==> src/rtl/pmt_req_sequencer_pkg.sv <==
// Shared types and helpers for the request sequencer: FSM states, index width
// derivation and the lowest-set-bit priority rule.
package pmt_req_sequencer_pkg;

  localparam int MAX_WIDTH = 32;

  typedef enum logic [1:0] {
    IDLE,
    ISSUE,
    DONE
  } state_t;

  function automatic int idx_width(input int w);
    return (w > 1) ? $clog2(w) : 1;
  endfunction

  // Two's-complement trick isolates the lowest set bit of v.
  function automatic logic [MAX_WIDTH-1:0] lowest_set(input logic [MAX_WIDTH-1:0] v);
    return v & (~v + MAX_WIDTH'(1));
  endfunction

endpackage

==> src/rtl/pmt_req_sequencer_onehot_enc.sv <==
// One-hot to binary encoder; output is only meaningful for a one-hot or zero input.
module onehot_enc
  import pmt_req_sequencer_pkg::*;
#(
  parameter int DATA_WIDTH = 5,
  parameter int IDX_WIDTH  = idx_width(DATA_WIDTH)
) (
  input  logic [DATA_WIDTH-1:0] onehot,
  output logic [IDX_WIDTH-1:0]  idx
);

  always_comb begin
    idx = '0;
    for (int i = 0; i < DATA_WIDTH; i++) begin
      if (onehot[i]) begin
        idx = idx | IDX_WIDTH'(i);
      end
    end
  end

endmodule

==> src/rtl/pmt_req_sequencer.sv <==
// Latches a request vector and serves its bits lowest-index-first, one grant
// per valid/ready handshake, pulsing o_pmtFinish once the vector is exhausted.
module pmt_req_sequencer
  import pmt_req_sequencer_pkg::*;
#(
  parameter int DATA_WIDTH = 5,
  parameter int IDX_WIDTH  = idx_width(DATA_WIDTH)
) (
  input  logic                  i_clk,
  input  logic                  i_rst,
  input  logic                  i_start,
  input  logic [DATA_WIDTH-1:0] i_req,
  input  logic                  i_flush,
  input  logic                  i_ready,
  output logic                  o_valid,
  output logic [DATA_WIDTH-1:0] o_grant,
  output logic [IDX_WIDTH-1:0]  o_idx,
  output logic                  o_last,
  output logic                  o_busy,
  output logic [IDX_WIDTH:0]    o_cnt,
  output logic                  o_pmtFinish
);

  state_t                state;
  logic [DATA_WIDTH-1:0] pending;
  logic [IDX_WIDTH:0]    cnt;
  logic [MAX_WIDTH-1:0]  low_wide;
  logic [DATA_WIDTH-1:0] low_bit;
  logic                  is_last;

  assign low_wide = lowest_set(MAX_WIDTH'(pending));
  assign low_bit  = low_wide[DATA_WIDTH-1:0];
  assign is_last  = (low_bit == pending);

  generate
    if (DATA_WIDTH < MAX_WIDTH) begin : g_sink
      logic unused_hi;
      assign unused_hi = ^low_wide[MAX_WIDTH-1:DATA_WIDTH];
    end
  endgenerate

  // Outputs decode only registered state and pending, never i_ready or i_req.
  assign o_valid     = (state == ISSUE);
  assign o_grant     = o_valid ? low_bit : '0;
  assign o_last      = o_valid && is_last;
  assign o_busy      = (state != IDLE);
  assign o_pmtFinish = (state == DONE);
  assign o_cnt       = cnt;

  onehot_enc #(
    .DATA_WIDTH(DATA_WIDTH),
    .IDX_WIDTH (IDX_WIDTH)
  ) u_enc (
    .onehot(o_grant),
    .idx   (o_idx)
  );

  // Flush wins over a same-cycle handshake, so that grant is neither retired nor counted.
  always_ff @(posedge i_clk) begin
    if (i_rst) begin
      state   <= IDLE;
      pending <= '0;
      cnt     <= '0;
    end else if (i_flush && state != IDLE) begin
      state   <= IDLE;
      pending <= '0;
    end else begin
      case (state)
        IDLE: begin
          if (i_start) begin
            cnt <= '0;
            if (|i_req) begin
              pending <= i_req;
              state   <= ISSUE;
            end else begin
              state <= DONE;
            end
          end
        end
        ISSUE: begin
          if (i_ready) begin
            pending <= pending & ~low_bit;
            cnt     <= cnt + (IDX_WIDTH + 1)'(1);
            if (is_last) begin
              state <= DONE;
            end
          end
        end
        DONE:    state <= IDLE;
        default: state <= IDLE;
      endcase
    end
  end

endmodule

==> config.mk <==
export PLATFORM = sky130hd
export DESIGN_NAME = pmt_req_sequencer
export DESIGN_NICKNAME = d
export VERILOG_FILES = /design/src/rtl/pmt_req_sequencer_pkg.sv /design/src/rtl/pmt_req_sequencer_onehot_enc.sv /design/src/rtl/pmt_req_sequencer.sv
export SDC_FILE = /design/constraint.sdc
export NUM_CORES = 1
export LEC_CHECK = 0
export BUFFER_PORTS_ARGS = -buffer_cell sky130_fd_sc_hd__buf_4
export CAP_MARGIN = 20
export CELL_PAD_IN_SITES_DETAIL_PLACEMENT = 0
export CELL_PAD_IN_SITES_GLOBAL_PLACEMENT = 1
export CORE_UTILIZATION = 33
export CTS_CLUSTER_DIAMETER = 200
export CTS_CLUSTER_SIZE = 25
export DETAILED_ROUTE_END_ITERATION = 6
export GPL_ROUTABILITY_DRIVEN = 0
export PLACE_DENSITY = 0.78
export SYNTH_ARGS = -nofsm -noshare
export SYNTH_HDL_FRONTEND = slang
export SYNTH_HIERARCHICAL = 1
export SYNTH_SLANG_ARGS = --single-unit
==> constraint.sdc <==
create_clock -name i_clk -period 1.6 [get_ports i_clk]
set_input_delay 0.24 -clock i_clk [delete_from_list [all_inputs] [get_ports i_clk]]
set_output_delay 0.24 -clock i_clk [all_outputs]
set_load 0.02 [all_outputs]
==> metrics.txt <==
status=finished with violations; failing checks=negative setup slack; Worst Setup Start Kind=flop; worst-path maximum fanout=6; synth warn=6; Setup TNS=-0.181 ns; fmax=582 MHz; Final Cycle Share=107%; Slew Viols, Final=0; syn_nets=102; ratio of cells with drive above 1 in the final layout=43.2%; Critical Path End Type=output port; clock skew=0.00894 ns; Worst VDD drop=621 µV; most frequent cells after synthesis=dfxtp_1 (11), a21oi_1 (10), nand2_1 (5), nor2_1 (5), nor3_1 (5); CTS Buffer Depth=2; top cells by area, synth=dfxtp_1 (30%), a21oi_1 (6.9%), nor2b_1 (3.5%), nor3_1 (3.5%), a211oi_1 (3.1%); grt total ovfl=0; Tot Pwr=0.000832 W; worst skew pair latency=0.28 ns; Post-synth EDFFs=0; Yosys cell types=36; total global-route track usage=17.4%; wire per inst=12.3 µm; Pre-antenna DRT Iters=4; RSZ-0062 raised after global routing=true; IO Count=26; Core ar.=0.00202 mm²; area of the die=0.00239 mm²; # diodes=0; vias=768; Worst-Margin Slew=0.319 ns; most common cell in the netlist=dfxtp_1; placed cell areas=958 µm²; Final Hold Vio Count=0; worst hold stages=2; Req. time, crit path=1.36 ns; CP endpoint=o_last; DRC=0; initial antenna violation count=0; crit path DAT=1.48 ns; worst setup margin=-0.120 ns; Reg2Reg Depth=4; DP HPWL=1.40 mm; die width=48.9 µm; largest area contributor in the netlist=dfxtp_1; RR Endpoint=pending[2]; H-tree Lvls=1; vias in the first global route=687; Hold WC Path Type=primary input to flop; CTS tree=done; slew margin rel.=78.7%; Reg-to-Reg Start=state[0]; min Tclk post-route=1.72 ns; syn_area_per_cell=7.96 µm²; Most used DFF post-synth=dfxtp_1; clk slew on worst S/H paths=0.08 ns; Lkg Pwr=0.480 nW; P per Cell Area=766 mW/mm²; post-synthesis sequential area ratio=30.4%; Setup CP Type=flop to output port; Synth async-reset ratio=0%; Die Ht=48.9 µm; post-synth top area share=30.4%; R2R Setup Slk=0.15 ns; Root Driver=clkbuf_4; area delta synth->final=49.9%; Syn Std Cell Area=724 µm²; CTS buffer count=3; worst hold slack=0.168 ns; Initial Util=35.8%; Final Setup Violations=5; drt initial violations=12; Num Clock Sinks=11; DRT Wirelength=1.87 mm; largest net degree at the start of global routing=12; Port Buffers=25; Yosys reg bits=11; cell count after synthesis=91; maxcap violations=0; Routed Antenna Nets=0; row count=16; number of nets in the layout=137; CP Launch Point=pending[3]; Vias/cell=5.05; post-layout util=53.7%; first-pass GRT wire length=3.19 mm; post-route cell area=0.00109 mm²
-- cell families after synthesis --
group | share of synthesized area (%)
flip-flops | 30.4
AND/OR/NAND/NOR | 30.7
XOR/XNOR | 2.42
AO/OA/AOI/OAI | 22.3
multiplexers | 2.76
buffers and inverters | 8.29
adder cells (fa/ha/maj) | 3.11
-- repair_timing --
item	CTS	global route
hold buffers	0	0
resized for setup	12	11
setup endpoints to repair	9	7
pin swaps	3	4
buffers inserted	1	3
-- worst max-delay path, stage by stage, from the launching register on --
cell     delay [ns]
dfxtp_2        0.35
or4_4          0.56
a21oi_2        0.16
buf_6          0.13
-- routing by layer --
layer  wire length, µm  track usage, %  vias up
li1                  -               -      395
met3                68            3.74        4
met1               987            25.7      349
met5                 0               0        -
met2               768            22.5       20
met4                48            10.3        0
-- cell usage in the layout, fill, tap and decap left out, drive strengths merged --
cell	synthesis	routed
and4b	1	1
nand2	5	5
dfxtp	11	11
mux2i	2	2
a31oi	1	1
nand3	3	3
nor2b	4	4
or3	1	1
o21ai	4	4
or4	1	1
a221o	1	1
and2	2	2
a21oi	11	11
a21o	1	1
nand3b	2	2
o22ai	1	1
o211ai	1	1
maj3	1	1
or2	3	3
buf	3	36
inv	4	4
xnor2	2	2
nor2	5	5
o41a	1	1
nor3b	2	2
o221a	1	1
nand2b	3	3
clkbuf	3	4
nor3	5	5
a211oi	3	3
and3	2	2
ha	1	1
-- how the worst min path moves through the flow --
stage | from | to | slack, ns
2_1_floorplan | i_rst | o_cnt[0] | 0.31
3_3_place_gp | i_rst | o_cnt[0] | 0.46
3_5_place_dp | i_rst | o_cnt[0] | 0.46
4_1_cts | i_rst | o_cnt[0] | 0.17
5_1_grt | i_rst | o_cnt[0] | 0.17
6_report | i_rst | o_cnt[1] | 0.17
-- state kept, by name, summed over array words and instances, names as in the netlist --
register,cells
pending,5
o_cnt,4
state,2
-- metrics by stage --
stage | setup slack (ns) | std cells
after floorplan | -0.0542 | 91
after global placement | 0.0928 | 144
after detailed placement | 0.0701 | 144
after CTS | -0.125 | 149
after global routing | -0.212 | 152
final | -0.120 | 152
-- area by class of cell --
type,instances,area (µm²)
Timing Repair Buffer,36,297
Clock buffer,4,26.3
Multi-Input combinational cell,70,482
Sequential cell,11,233
Fill cell,191,936
Tap cell,27,33.8
Inverter,4,15.0
-- report_power, final --
group	switching (W)	internal, W	total (W)
registers	0.0000254	0.000294	0.000319
logic	0.000156	0.000156	0.000311
clock network	0.000104	0.0000966	0.000201
(Power assumes the default switching activity.)
